===== src/rtl/dcr_write_queue_if.sv =====
// dcr_write_queue_if: host write-request channel plus the DCR write strobe bus.
// The master is the host side; the slave is the queue that owns req_ready and the strobe.
interface dcr_write_queue_if #(
    parameter int ADDR_BITS = 12,
    parameter int DATA_BITS = 32
);
    logic                 req_valid;
    logic [ADDR_BITS-1:0] req_addr;
    logic [DATA_BITS-1:0] req_data;
    logic                 req_ready;
    logic                 dcr_write_valid;
    logic [ADDR_BITS-1:0] dcr_write_addr;
    logic [DATA_BITS-1:0] dcr_write_data;

    modport master (
        output req_valid, req_addr, req_data,
        input  req_ready, dcr_write_valid, dcr_write_addr, dcr_write_data
    );

    modport slave (
        input  req_valid, req_addr, req_data,
        output req_ready, dcr_write_valid, dcr_write_addr, dcr_write_data
    );
endinterface


===== src/rtl/dcr_write_queue.sv =====
// dcr_write_queue: buffers host DCR writes and issues them one per strobe, paced by GAP,
// dropping addresses outside [ADDR_MIN, ADDR_MAX) with a saturating drop counter.
module dcr_write_queue #(
    parameter int                   DEPTH     = 4,
    parameter int                   ADDR_BITS = 12,
    parameter int                   DATA_BITS = 32,
    parameter int                   GAP       = 0,
    parameter logic [ADDR_BITS-1:0] ADDR_MIN  = ADDR_BITS'(1),
    parameter logic [ADDR_BITS-1:0] ADDR_MAX  = ADDR_BITS'(6)
) (
    input  logic             clk,
    input  logic             reset_n,
    dcr_write_queue_if.slave bus,
    input  logic             clear_drop,
    output logic             pending,
    output logic [7:0]       drop_count
);
    localparam int PW = $clog2(DEPTH);
    localparam int EW = ADDR_BITS + DATA_BITS;

    typedef enum logic {IDLE, ISSUE} state_t;

    state_t        state;
    logic [EW-1:0] mem [DEPTH];
    logic [PW-1:0] wr_ptr, rd_ptr;
    logic [PW:0]   count;
    logic [3:0]    gap_cnt;
    logic          fire, in_range, push, pop;

    // count never exceeds DEPTH, so its top bit alone flags full
    assign bus.req_ready       = reset_n && !count[PW];
    assign fire                = bus.req_valid && bus.req_ready;
    assign in_range            = bus.req_addr >= ADDR_MIN && bus.req_addr < ADDR_MAX;
    assign push                = fire && in_range;
    assign pop                 = count != '0 && gap_cnt == '0;
    assign bus.dcr_write_valid = state == ISSUE;
    assign pending             = count != '0 || state == ISSUE;

    always_ff @(posedge clk)
        if (push) mem[wr_ptr] <= {bus.req_addr, bus.req_data};

    always_ff @(posedge clk or negedge reset_n)
        if (!reset_n) begin
            state              <= IDLE;
            wr_ptr             <= '0;
            rd_ptr             <= '0;
            count              <= '0;
            gap_cnt            <= '0;
            drop_count         <= '0;
            bus.dcr_write_addr <= '0;
            bus.dcr_write_data <= '0;
        end else begin
            state   <= pop ? ISSUE : IDLE;
            wr_ptr  <= push ? wr_ptr + 1'b1 : wr_ptr;
            rd_ptr  <= pop ? rd_ptr + 1'b1 : rd_ptr;
            count   <= push && !pop ? count + 1'b1 : pop && !push ? count - 1'b1 : count;
            gap_cnt <= pop ? 4'(GAP) : gap_cnt != '0 ? gap_cnt - 1'b1 : gap_cnt;
            // clear wins over a coincident drop
            drop_count <= clear_drop ? '0
                        : fire && !in_range && drop_count != 8'hff ? drop_count + 8'd1
                        : drop_count;
            if (pop) {bus.dcr_write_addr, bus.dcr_write_data} <= mem[rd_ptr];
        end
endmodule


===== src/flat_wrapper.sv =====
// flat-port wrapper written by rule: the top's interface ports become plain ports
module dcr_write_queue_flat 
#(
    parameter int                   DEPTH     = 4,
    parameter int                   ADDR_BITS = 12,
    parameter int                   DATA_BITS = 32,
    parameter int                   GAP       = 0,
    parameter logic [ADDR_BITS-1:0] ADDR_MIN  = ADDR_BITS'(1),
    parameter logic [ADDR_BITS-1:0] ADDR_MAX  = ADDR_BITS'(6)
)
  (clk, reset_n, clear_drop, pending, drop_count, bus_req_valid, bus_req_addr, bus_req_data, bus_req_ready, bus_dcr_write_valid, bus_dcr_write_addr, bus_dcr_write_data);
  dcr_write_queue_if #(.ADDR_BITS(ADDR_BITS), .DATA_BITS(DATA_BITS)) bus_i ();
  input  logic clk;
  input  logic reset_n;
  input  logic clear_drop;
  output logic pending;
  output logic [7:0] drop_count;
  input wire logic [$bits(bus_i.req_valid)-1:0] bus_req_valid;
  input wire logic [$bits(bus_i.req_addr)-1:0] bus_req_addr;
  input wire logic [$bits(bus_i.req_data)-1:0] bus_req_data;
  output wire logic [$bits(bus_i.req_ready)-1:0] bus_req_ready;
  output wire logic [$bits(bus_i.dcr_write_valid)-1:0] bus_dcr_write_valid;
  output wire logic [$bits(bus_i.dcr_write_addr)-1:0] bus_dcr_write_addr;
  output wire logic [$bits(bus_i.dcr_write_data)-1:0] bus_dcr_write_data;
  assign bus_i.req_valid = bus_req_valid;
  assign bus_i.req_addr = bus_req_addr;
  assign bus_i.req_data = bus_req_data;
  assign bus_req_ready = bus_i.req_ready;
  assign bus_dcr_write_valid = bus_i.dcr_write_valid;
  assign bus_dcr_write_addr = bus_i.dcr_write_addr;
  assign bus_dcr_write_data = bus_i.dcr_write_data;
  dcr_write_queue #(.DEPTH(DEPTH), .ADDR_BITS(ADDR_BITS), .DATA_BITS(DATA_BITS), .GAP(GAP), .ADDR_MIN(ADDR_MIN), .ADDR_MAX(ADDR_MAX)) u_core (.clk(clk), .reset_n(reset_n), .bus(bus_i), .clear_drop(clear_drop), .pending(pending), .drop_count(drop_count));
endmodule

===== config.mk =====
export PLATFORM = sky130hd
export DESIGN_NAME = dcr_write_queue_flat
export DESIGN_NICKNAME = d
export VERILOG_FILES = /design/src/rtl/dcr_write_queue_if.sv /design/src/rtl/dcr_write_queue.sv /design/src/flat_wrapper.sv
export SDC_FILE = /design/constraint.sdc
export NUM_CORES = 1
export LEC_CHECK = 0
export CAP_MARGIN = 20
export CORE_MARGIN = 1
export CORE_UTILIZATION = 55
export CTS_CLUSTER_SIZE = 8
export DETAILED_ROUTE_END_ITERATION = 16
export GPL_ROUTABILITY_DRIVEN = 1
export GPL_TIMING_DRIVEN = 0
export HOLD_SLACK_MARGIN = 0.02
export PLACE_DENSITY = 0.87
export SYNTH_ARGS = -nofsm -noshare
export SYNTH_HDL_FRONTEND = slang
export SYNTH_SLANG_ARGS = --single-unit

===== constraint.sdc =====
create_clock -name clk -period 2.65 [get_ports clk]
set_input_delay 0.795 -clock clk [delete_from_list [all_inputs] [get_ports clk]]
set_output_delay 0.795 -clock clk [all_outputs]
set_load 0.01 [all_outputs]

==> results by stage, run 1 <==
Run status:
- The run finished with clean final reports.

Final layout:
- Leaving out fill and tap cells, the most frequent cells in the layout are 176 x sky130_fd_sc_hd__edfxtp_1, 87 x sky130_fd_sc_hd__clkdlybuf4s50_1, 64 x sky130_fd_sc_hd__dfrtp_1.
- The post-route netlist has ~25% of its cells at a drive strength greater than 1.
- 0 antenna diodes ended up in the layout.
- Once layout is done, the placed cells without fillers occupy between 0.01 and 0.015 sq mm.
- Leaving out fill and tap cells, the most frequent cell in the layout is sky130_fd_sc_hd__edfxtp_1.
- For this run, the share of the core covered by cells in the final layout is between 70% and 80%.
- The relative area change from synthesis to final layout is 28.6%.
- The final-layout fill cell count is roughly 960.
- The post-layout net count is approximately 640.

Synth:
- The register bit count reported by yosys is 240.
- Synthesis instantiated 40 different standard cells from the library.
- When the netlist entered floorplanning its net count stood at between 400 and 500.
- For this run, asynchronously set or reset flops after synthesis account for about a quarter.
- The number of standard cells after synthesis is 431.
- The number of synthesis warnings is 0.
- The sequential area share after synthesis is 75.9%.
- Averaged over all synthesized cells, the footprint is 21.1 sq um.
- The most used flip-flop cell after synthesis is sky130_fd_sc_hd__edfxtp_1.
- The number of enable-type register cells in the synthesized netlist is approximately 180.
- The summed instance area of the synthesized netlist is around 0.0091 sq mm.

Floorplan:
- The area of the placeable core is roughly 0.016 sq mm.
- The floorplan step set the die width to 130 um.
- The die covers between 0.015 and 0.02 sq mm.
- After floorplanning, the core was divided into 46 placement rows.
- The die is roughly 130 um tall.
- The number of top-level pins is between 100 and 150.
- For this configuration, the core starts out at a cell density of 56.7%.

Power and ir drop:
- The leakage power is between 0.004 and 0.005 uW.
- The power per cell area is between 1000 and 1500 mW/mm^2.
- Across the VDD grid, the largest voltage drop is roughly 0.5 mV.

Clock tree:
- The CTS tree is yes.
- In this run, CTS created clock tree buffers numbering 35.
- The number of hold buffers added after CTS was 0.
- Clock latency on the worst-skew pair, taken at its later pin, is 0.50 ns.
- The clock tree synthesis step divided the H-tree into 2 levels.
- The clock sink count is 240.
- The tree is rooted in a sky130_fd_sc_hd__clkbuf_16.
- Clock-pin slew was measured on the worst setup and hold paths at 0.05 ns.
- In this run the deepest clock path goes through 3 buffers.

Detailed routing:
- In the final routed layout, each cell accounts on average for 23.3 um.
- The iteration count of the initial detailed-routing pass is 4.
- The wire length after detailed routing is 19100 um.
- The count of nets left with antenna violations once routing finished came out at 0.
- The number of vias per cell is roughly 5.7.
- The remaining design rule violation count is 0.
- The DRC violation total after the first TritonRoute iteration is around 250.
- The number of vias after detailed routing is 4707.

Placed design:
- Input and output buffers added on the ports amount to between 100 and 150.
- In this run the cell area measured after placement is about 0.011 sq mm.
- The placed wire-length estimate after detailed placement is 10900 um.
- At the end of routability-driven placement, the weighted congestion stood at between 0.7 and 0.8.

Critical path:
- The arrival time of data at the critical path endpoint is approximately 2.8 ns.
- The maximum fanout count along the critical path is 25.
- The reg-to-reg setup timing slack is roughly 0.12 ns.
- At the worst endpoint, the required time is approximately 2.8 ns.
- The worst register-to-register path begins at u_core.gap_cnt[0].
- The worst-case reg-to-reg path depth is 10.
- The worst setup path is captured at a register.
- The classification of the worst setup path is in -> reg.
- The kind of start point of the critical path is an input port.
- The endpoint identified for the worst register-to-register timing path is u_core.count[1].

Global routing:
- The total grt overflow is 0.
- The global-route wire length before repair is between 20000 and 30000 um.
- The via count of the first global-routing pass is a little over 5000.
- The number of antenna violations at the first check in global routing is 0.
- The largest net degree at the start of global routing is 26.
- Global routing consumed, over all layers together, a little under a quarter of the routing resources.

STA:
- The relative max-transition margin is a little under half.
- For this run, the top clock speed supported by timing is between 300 and 400 MHz.
- The number of pins exceeding their max-slew limit in the final report is 0.
- At the pin with the least slew margin, the transition time is roughly 0.8 ns.
- The minimum clock period after layout is 2.57 ns.
- Setup violations remaining at the end of the flow were counted as 0.
- The final period utilization is approximately 97%.
- Clock skew on the completed layout was measured at about 0.014 ns.
- The final number of hold-violating endpoints is 0.
- For the final routed database, the setup TNS stands at 0 ns.

Flow run:
- The tool flagged a number of max-cap violations equal to 0.

Min path:
- The type of the tightest min-delay check is in -> async.
-- worst max-delay path, stage by stage --
cell	delay (ns)
sky130_fd_sc_hd__dlygate4sd2_1	0.30
sky130_fd_sc_hd__a211oi_2	0.28
sky130_fd_sc_hd__and3_1	0.21
sky130_fd_sc_hd__buf_6	0.12
sky130_fd_sc_hd__and2b_1	0.14
sky130_fd_sc_hd__buf_6	0.11
sky130_fd_sc_hd__buf_4	0.13
sky130_fd_sc_hd__and2_4	0.38
sky130_fd_sc_hd__buf_12	0.25
-- Yosys cell counts, types with 2 or more instances --
cell                       number  area [sq um]
sky130_fd_sc_hd__mux4_2        44           991
sky130_fd_sc_hd__edfxtp_1     176          5290
sky130_fd_sc_hd__dfrtp_1       64          1600
sky130_fd_sc_hd__and2_1         4          25.0
sky130_fd_sc_hd__or3_1          4          25.0
sky130_fd_sc_hd__nor3_1         2          10.0
sky130_fd_sc_hd__nand3_1        6          30.0
sky130_fd_sc_hd__clkbuf_1       5          18.8
sky130_fd_sc_hd__nand2_1        3          11.3
sky130_fd_sc_hd__mux2_1        27           304
sky130_fd_sc_hd__o21ai_0        5          25.0
sky130_fd_sc_hd__ha_1           8           100
sky130_fd_sc_hd__buf_4          3          22.5
sky130_fd_sc_hd__buf_1          2          7.51
sky130_fd_sc_hd__a21oi_1        8          40.0
sky130_fd_sc_hd__nor4_1         2          12.5
sky130_fd_sc_hd__o31ai_1        4          30.0
sky130_fd_sc_hd__mux2_2        19           214
sky130_fd_sc_hd__xor2_1         3          26.3
sky130_fd_sc_hd__nor2_1         3          11.3
sky130_fd_sc_hd__xnor2_1        4          35.0
sky130_fd_sc_hd__buf_2          8          40.0
sky130_fd_sc_hd__inv_1          7          26.3
sky130_fd_sc_hd__or4_1          4          30.0
-- repair_timing --
item,in CTS,in global routing
endpoints found under the setup margin,180,3
setup buffers,0,5
pin swaps,4,6
gates cloned,2,0
gates resized for setup,38,12
-- registers in the layout (all words and copies together), names as in the netlist --
name and flops:
u_core.count 3, u_core.rd_ptr 2, u_core.bus.dcr_write_addr 12, u_core.mem 176, u_core.bus.dcr_write_data 32, u_core.drop_count 8
u_core.gap_cnt 4, u_core.bus.dcr_write_valid 1, u_core.wr_ptr 2
-- where the power goes --
group | leakage [uW] | internal, uW | switching [uW]
logic | 0.00131 | 1750 | 1290
registers | 0.00235 | 4460 | 274
clock network | 0.000485 | 2580 | 1500
total | 0.00415 | 8780 | 3070
-- how the worst max path moves through the flow --
stage                                start                 to  slack, ns  depth (start not counted)
after floorplan            bus_req_addr[2]    u_core.count[1]       0.02                         10
after global placement             reset_n  u_core.mem[0][14]      -3.48                          6
after detailed placement   bus_req_addr[1]  u_core.mem[0][14]      -0.95                          8
after CTS                  u_core.count[2]            pending      0.004                          3
after global routing      bus_req_addr[10]    u_core.count[2]      -0.03                         12
final                     bus_req_addr[10]   u_core.mem[0][2]       0.08                          9
-- routing by layer --
| layer | vias up | global-route usage [%] | share of wire, % |
|---|---|---|---|
| met4 | 0 | 9.67 | 2.4 |
| met1 | 2444 | 28.8 | 38 |
| met5 | - | 0 | 0 |
| met2 | 190 | 41.5 | 53 |
| li1 | 2033 | - | - |
| met3 | 40 | 6.03 | 6.8 |
-- final cells by class --
class                           count  area, sq um  area share (%)
Sequential cell                   240         6890            59.0
Multi-Input combinational cell    166         2160            18.5
Timing Repair Buffer              113         1200            10.3
Inverter                            7         26.3           0.225
Buffer                             18          109           0.932
Clock buffer                       62         1020            8.73
Tap cell                          216          270            2.31
-- through the flow --
step	setup WS, ns	hold slack (ns)	power [uW]	std cells
final	0.0836	0.122	11900	822
after floorplan	0.0180	0.477	6460	431
after detailed placement	-0.953	0.474	7770	753
after global placement	-3.48	0.466	7630	748
after global routing	-0.0283	0.113	12400	822
after CTS	0.00385	0.107	12000	817
-- logic make-up after synthesis --
| logic type | synth area share (%) |
|---|---|
| AOI/OAI and AO/OA | 1.41 |
| buffers and inverters | 1.27 |
| DFF | 75.9 |
| and+or+nand+nor | 2.83 |
| adders and majority gates | 1.32 |
| muxes | 16.6 |
| xor gates and xnor gates | 0.676 |
(Power assumes the default switching activity.)
==> inputs of run 2 (changes only) <==
--- a/config.mk
+++ b/config.mk
@@ -14,6 +14,8 @@
 export GPL_TIMING_DRIVEN = 0
 export HOLD_SLACK_MARGIN = 0.02
 export PLACE_DENSITY = 0.87
+export RECOVER_POWER = 25
+export REMOVE_ABC_BUFFERS = 1
 export SYNTH_ARGS = -nofsm -noshare
 export SYNTH_HDL_FRONTEND = slang
 export SYNTH_SLANG_ARGS = --single-unit
==> results by stage, run 2 (synthesis results as in run 1) <==
Floorplan:
- The floorplan step set the die width to 130 um.
- Once the floorplan was initialized, standard cells occupied 56.7% of the core.
- The floorplan has 46 rows.
- The die covers between 0.015 and 0.02 sq mm.
- The floorplan step defined a core boundary enclosing roughly 0.016 sq mm.
- The overall die height is ~130 um.
- The number of top-level pins is between 100 and 150.

Global routing:
- Global routing used between 20% and 30% of the available tracks across all layers.
- The via count of the first global-routing pass came to between 5000 and 6000.
- The number of antenna violations at the first check in global routing is 0.
- The global-route wire length before repair is 29300 um.
- The largest net degree at the start of global routing is 39.
- The total grt overflow is 0.

Critical path:
- Walking the worst path, the cells encountered are clkdlybuf4s15_2 -> nor3_1 -> nor4_4 -> and3_4 -> and2b_2 -> ha_2 -> inv_1 -> fa_1 -> xor2_1 -> nor2_1 -> xor2_1.
- The slowest stage cell on the critical path is sky130_fd_sc_hd__fa_1.
- The worst endpoint required time is ~3 ns.
- The classification of the worst setup path is in -> reg.
- The highest cell delay on the worst timing path is 0.38 ns.
- The worst register-to-register path ends at u_core.count[1].
- The worst setup path is launched from an input port.
- The arrival time of data at the critical path endpoint is roughly 3.0 ns.
- The reg-to-reg setup timing slack is around 0.11 ns.
- The worst setup path is captured at a register.
- The worst-case reg-to-reg path depth is 9.
- The worst flop-to-flop path startpoint is u_core.gap_cnt[0].
- The maximum fanout count along the critical path is 6.
- The most numerous cell type found on the critical path is sky130_fd_sc_hd__xor2_1.

Run status:
- The run finished, with violations left.
- The final reports fail on capacitance limit, slew limit.

Min path:
- The type of the tightest min-delay check is in -> async.

Final layout:
- The flip-flop count of the largest register after layout is 176.
- The library cells used most frequently in the layout, excluding fill and tap cells, are 176 x sky130_fd_sc_hd__edfxtp_1, 82 x sky130_fd_sc_hd__clkdlybuf4s50_1, 62 x sky130_fd_sc_hd__dfrtp_1.
- The count of antenna diodes in the layout is 0.
- In the final layout, the registers with the most flip-flops are u_core.mem: 176 flops, u_core.bus.dcr_write_data: 32 flops, u_core.bus.dcr_write_addr: 12 flops.
- The most common cell after layout, fill and taps aside is sky130_fd_sc_hd__edfxtp_1.
- Ranked by flip-flop count, first place goes to u_core.mem.
- From synthesis to final layout, the design area changed by 27.5%.
- After the last flow step, the layout net total stands at between 600 and 700.
- In the final layout, the share of cells above drive strength 1 is around a quarter.

Placed design:
- The HPWL after detailed placement is between 10000 and 15000 um.
- The count of input and output buffers is just over 100.
- At the end of routability-driven placement, the weighted congestion stood at 0.728.

STA:
- The worst setup skew after layout is around 0.023 ns.
- The final number of hold-violating endpoints is 0.
- Static timing analysis puts the maximum clock frequency at 386 MHz.
- The worst path uses a little over nine tenths of the clock period.
- The count of endpoints failing setup in the final report is 0.
- For the pin with the worst max-slew slack, the measured transition is between 1.5 and 2 ns.
- Subtracting the final worst setup slack from the clock period gives between 2 and 3 ns.
- Measured against its own limit, the worst slew margin works out to -13.5%.
- The number of pins exceeding their max-slew limit in the final report is 26.
- The total negative slack for setup checks is 0 ns.

Clock tree:
- The CTS tree is yes.
- Hold repair after CTS inserted 0 buffers.
- Clock latency on the worst-skew pair, taken at its later pin, is ~0.50 ns.
- The number of buffers created by CTS is 35.
- CTS built an H-tree with a depth of 2.
- The clock sink count is 240.
- The clock slew at the register clock pins of the worst setup and hold paths is 0.05 ns.
- The tree is rooted in a sky130_fd_sc_hd__clkbuf_16.
- Counting along the longest clock path gives a buffer depth of 3.

Power and ir drop:
- The leakage power is between 0.004 and 0.005 uW.
- The clock group share of total power is 34.1%.
- The register share of total power is around two fifths.
- The net switching power figure is between 3000 and 4000 uW.
- VDD sags by at most just over 0.7 mV.
- Per report_power, the combinational group accounts for 24.7% of the total.
- Dividing total power by cell area gives a power density of a little over 1000 mW/mm^2.
- Net switching is ~26% of the power.
- The design draws 11700 uW.
- Internal power comes to just under 9000 uW.

Detailed routing:
- The post-route antenna net violation count is 0.
- The iteration count of the initial detailed-routing pass is 4.
- Dividing the detail-routed wire length by the instance count gives 23.5 um.
- The detailed router finished its first iteration with between 200 and 300 violations.
- The number of vias after detailed routing is between 4000 and 5000.
- In the routed layout, each cell is associated on average with a via count of between 5 and 6.
- The wire length after detailed routing is 19100 um.
- For this run, design rule violations remaining after detail routing come to 0.

Flow run:
- The max-capacitance violation count is 1.
## run 2: worst max-delay path, delay by kind of cell
| kind | cells | cell delay, ns |
|---|---|---|
| XOR/XNOR | 2 | 0.30 |
| adder cells (fa/ha/maj) | 2 | 0.59 |
| AND/OR/NAND/NOR | 5 | 1.00 |
| buffers and inverters | 2 | 0.31 |
## run 2: worst max path at each step
stage	from	endpoint	slack [ns]	cells after the start
after floorplan	u_core.gap_cnt[0]	u_core.count[1]	-1.70	9
after global placement	reset_n	u_core.mem[1][0]	-4.31	5
after detailed placement	bus_req_addr[2]	u_core.mem[0][0]	-1.11	7
after CTS	bus_req_addr[10]	u_core.count[2]	0.007	10
after global routing	bus_req_addr[2]	u_core.count[2]	-0.01	11
final	bus_req_addr[2]	u_core.count[2]	0.06	11
## run 2: area by class of cell
| class | count | area, sq um |
|---|---|---|
| fillers | 959 | 4430 |
| flip-flops and latches | 240 | 6890 |
| clock inverters | 3 | 26.3 |
| well taps | 216 | 270 |
| clock buffers | 61 | 973 |
| inverters | 7 | 26.3 |
| multi-input cells | 167 | 2150 |
| repair buffers | 118 | 1230 |
## run 2: stage by stage
stage	cells	worst slack (ns)	instance area, sq um	hold WS, ns	util [%]
2_1_floorplan	413	-1.70	8990	0.477	-
5_1_grt	812	-0.00952	11600	0.0972	72.3
3_5_place_dp	739	-1.11	10500	0.475	65.4
4_1_cts	812	0.00702	11700	0.0946	72.9
6_report	812	0.0614	11600	0.102	72.3
3_3_place_gp	731	-4.31	10300	0.467	64.2
## run 2: power by group through the flow
stage	Clock, uW	Combinational, uW	Sequential, uW
2_1_floorplan	0	1290	5130
3_3_place_gp	0	2520	5110
3_5_place_dp	0	2850	4880
4_1_cts	4070	2960	4840
5_1_grt	4230	3110	4880
6_report	4010	2900	4830
## run 2: what timing repair did
item / CTS / global route
pin swaps: 4 / 2
setup buffers: 6 / 0
cloned: 3 / 0
setup endpoints to repair: 187 / 26
gates resized for setup: 27 / 9
## run 2: per-layer routing
metal  GRT usage (%)  wire (um)
met5               0          0
met3            5.78       1210
met1            29.6       7530
met2            42.3      10000
met4            7.91        335
==> inputs of run 3 (changes only) <==
--- a/config.mk
+++ b/config.mk
@@ -8,6 +8,7 @@
 export CAP_MARGIN = 20
 export CORE_MARGIN = 1
 export CORE_UTILIZATION = 55
+export CTS_BUF_LIST = sky130_fd_sc_hd__clkbuf_8
 export CTS_CLUSTER_SIZE = 8
 export DETAILED_ROUTE_END_ITERATION = 16
 export GPL_ROUTABILITY_DRIVEN = 1
==> results by stage, run 3 (synthesis results as in run 1) <==
Final layout:
- Of the cells placed in the final design, the portion with a size suffix greater than 1 is 24.4%.
- The finished cells cover 0.0113 sq mm.
- The flip-flop count of the largest register after layout is approximately 180.
- In the final layout, the registers with the most flip-flops are u_core.mem: 176 flops, u_core.bus.dcr_write_data: 32 flops, u_core.bus.dcr_write_addr: 12 flops.
- The non-filler instance count after layout is ~800.
- For this run, the post-layout net count is 633.
- The most common cell after layout, fill and taps aside is sky130_fd_sc_hd__edfxtp_1.
- Leaving out fill and tap cells, the most frequent cells in the layout are 176 x sky130_fd_sc_hd__edfxtp_1, 81 x sky130_fd_sc_hd__clkdlybuf4s50_1, 62 x sky130_fd_sc_hd__dfrtp_1.
- The relative area change from synthesis to final layout is 24.7%.
- The register ranked first by flip-flop count is u_core.mem.
- The final-layout fill cell count is slightly below 1000.

Clock tree:
- The depth of the CTS H-tree is 2.
- Counting every sink on the clock net gives 240.
- The clock slew at the register clock pins of the worst setup and hold paths is approximately 0.06 ns.
- TritonCTS built the clock tree.
- The library cell used as clock root buffer is sky130_fd_sc_hd__clkbuf_8.
- Buffers inserted to repair hold after CTS numbered 0.
- The maximum clock insertion buffer count is 3.
- For the worst-skew pair, the clock arrives at the later sink with an insertion delay of between 0.5 and 0.6 ns.
- Clock tree synthesis inserted a total of 38 buffers.

Detailed routing:
- In this run, the number of DRC markers left after iteration 0 of detailed routing was just over 300.
- In the routed layout, each cell is associated on average with a via count of about 5.6.
- Wires add up to approximately 18000 um.
- The iteration count of the initial detailed-routing pass is 4.
- In the routed design, unresolved DRC markers number 0.
- The post-route antenna net violation count is 0.
- For this block, the via count after detailed routing is 4642.
- The routed length per placed instance is around 21 um.

Power and ir drop:
- The share of total power dissipated in combinational logic is 27.3%.
- The net switching fraction of the power is 26.9%.
- The register share of total power is between 40% and 50%.
- The internal power of the cells totals ~7600 uW.
- The maximum vdd ir drop is about 0.48 mV.
- The clock network burns 26.7% of the power.
- For this design the static power due to leakage is approximately 0.0041 uW.
- For this design the ratio of total power to cell area is 924 mW/mm^2.
- The net switching power figure is about 2800 uW.

Global routing:
- The via count of the first global-routing pass is roughly 5000.
- Across every metal layer, demand over resource in global routing totals 22.4%.
- The number of antenna violations at the first check in global routing was 2.
- The largest net degree at the start of global routing is 39.
- The global-route wire length before repair is 27500 um.
- For this run the aggregate overflow at the end of global routing stands at 0.

Critical path:
- The maximum fanout count along the critical path is 5.
- At the worst endpoint, the required time is 3.09 ns.
- Across all register-to-register paths, the minimum setup slack is ~0.17 ns.
- Measured in cells, the most critical reg-to-reg path has a length of 9.
- The worst flop-to-flop path startpoint is u_core.gap_cnt[0].
- The nature of the critical path endpoint is a register.
- The endpoint identified for the worst register-to-register timing path is u_core.count[1].
- The worst setup path is launched from an input port.
- The arrival time of data at the critical path endpoint is around 3.1 ns.
- The classification of the worst setup path is in -> reg.

STA:
- The final period utilization is between 90% and 100%.
- Between clock sinks in the finished design, the worst skew comes to roughly 0.023 ns.
- The minimum clock period after layout is 2.63 ns.
- Hold timing on the final database bottoms out at a slack of approximately 0.081 ns.
- The post-layout worst setup margin is between 0.015 and 0.02 ns.
- The final number of hold-violating endpoints was 0.
- Measured against its own limit, the worst slew margin works out to -5.09%.
- The transition time at the pin with the least slew margin is approximately 1.6 ns.
- The count of endpoints failing setup in the final report is 0.
- For this run, the top clock speed supported by timing is approximately 380 MHz.
- The number of pins exceeding their max-slew limit in the final report is 26.

Run status:
- The flow ran to the end, but the final reports show violations.
- The checks that failed: capacitance limit, slew limit.

Placed design:
- Once detailed placement completed, the half-perimeter wirelength came to approximately 10000 um.
- The total instance count after detailed placement is approximately 740.
- The count of input and output buffers is approximately 100.
- The post-placement setup slack is -1.11 ns.
- The placed instance area is roughly 0.010 sq mm.
- The weighted congestion at the end of routability-driven global placement is 0.728.

Floorplan:
- During I/O placement, the number of pins put on the boundary was 103.
- Once the floorplan was initialized, standard cells occupied between 50 and 60% of the core.
- Measured along the y axis, the die boundary spans around 130 um.
- The area of the placeable core is between 0.015 and 0.02 sq mm.
- The width of the chip is approximately 130 um.
- Row generation in the floorplan step produced 46 rows.
- The die footprint is roughly 0.017 sq mm.

Min path:
- The type of the tightest min-delay check is in -> async.

Flow run:
- Across the run, the number of max-cap violations was 1.
==> run 3: stage by stage <==
stage / TNS (ns) / power [uW] / util (%)
global placement: -1033.48 / 7640 / 64.2
finish: 0 / 10400 / 70.7
floorplan: -129.68 / 6420 / -
global route: -0.0527 / 11000 / 70.7
CTS: 0 / 10600 / 71.1
detailed placement: -178.36 / 7730 / 65.4
==> run 3: how the worst max path moves through the flow <==
stage                      start          endpoint  slack, ns  cells past startpoint
6_report        bus_req_addr[10]   u_core.count[2]       0.02                     10
5_1_grt         bus_req_addr[10]   u_core.count[2]      -0.05                     10
3_3_place_gp             reset_n  u_core.mem[1][0]      -4.31                      5
2_1_floorplan  u_core.gap_cnt[0]   u_core.count[1]      -1.70                      9
3_5_place_dp     bus_req_addr[2]  u_core.mem[0][0]      -1.11                      7
4_1_cts          bus_req_addr[5]   u_core.count[2]      0.002                     10
==> run 3: layer usage <==
metal  up-vias  track usage [%]  wire [um]
li1       2030                -          -
met1      2396             28.6       7130
met2       183             37.7       8880
met3        31             5.78       1160
met4         2             7.44        353
met5         -                0          9
==> run 3: power groups by stage <==
stage          clock network, uW  logic [uW]  registers, uW
6_report                    2790        2850           4810
5_1_grt                     3030        3080           4870
4_1_cts                     2850        2920           4820
3_5_place_dp                   0        2850           4880
3_3_place_gp                   0        2520           5110
2_1_floorplan                  0        1290           5130
==> run 3: cell type report <==
type	count	area, sq um	share of cell area [%]
antenna	1	2.50	0.0221
clock buffer	41	564	4.99
clock inverter	29	123	1.08
inverter	7	26.3	0.232
multi-input combinational	167	2160	19.1
sequential	240	6890	60.9
tap	216	270	2.39
timing repair buffer	122	1280	11.3
==> run 3: worst max-delay path, cell delays in order <==
cell and delay [ns]:
sky130_fd_sc_hd__clkdlybuf4s50_1 0.49, sky130_fd_sc_hd__a211oi_2 0.29, sky130_fd_sc_hd__and3_4 0.23, sky130_fd_sc_hd__and2b_2 0.18, sky130_fd_sc_hd__ha_1 0.20, sky130_fd_sc_hd__inv_1 0.07, sky130_fd_sc_hd__fa_1 0.39, sky130_fd_sc_hd__xor2_1 0.17
sky130_fd_sc_hd__nor2_1 0.12, sky130_fd_sc_hd__xor2_1 0.15
==> run 3: what timing repair did <==
action,CTS,global route
resized for setup,20,6
endpoints found under the setup margin,184,36
pin swaps,6,1
cloned,3,0
buffers inserted,10,0
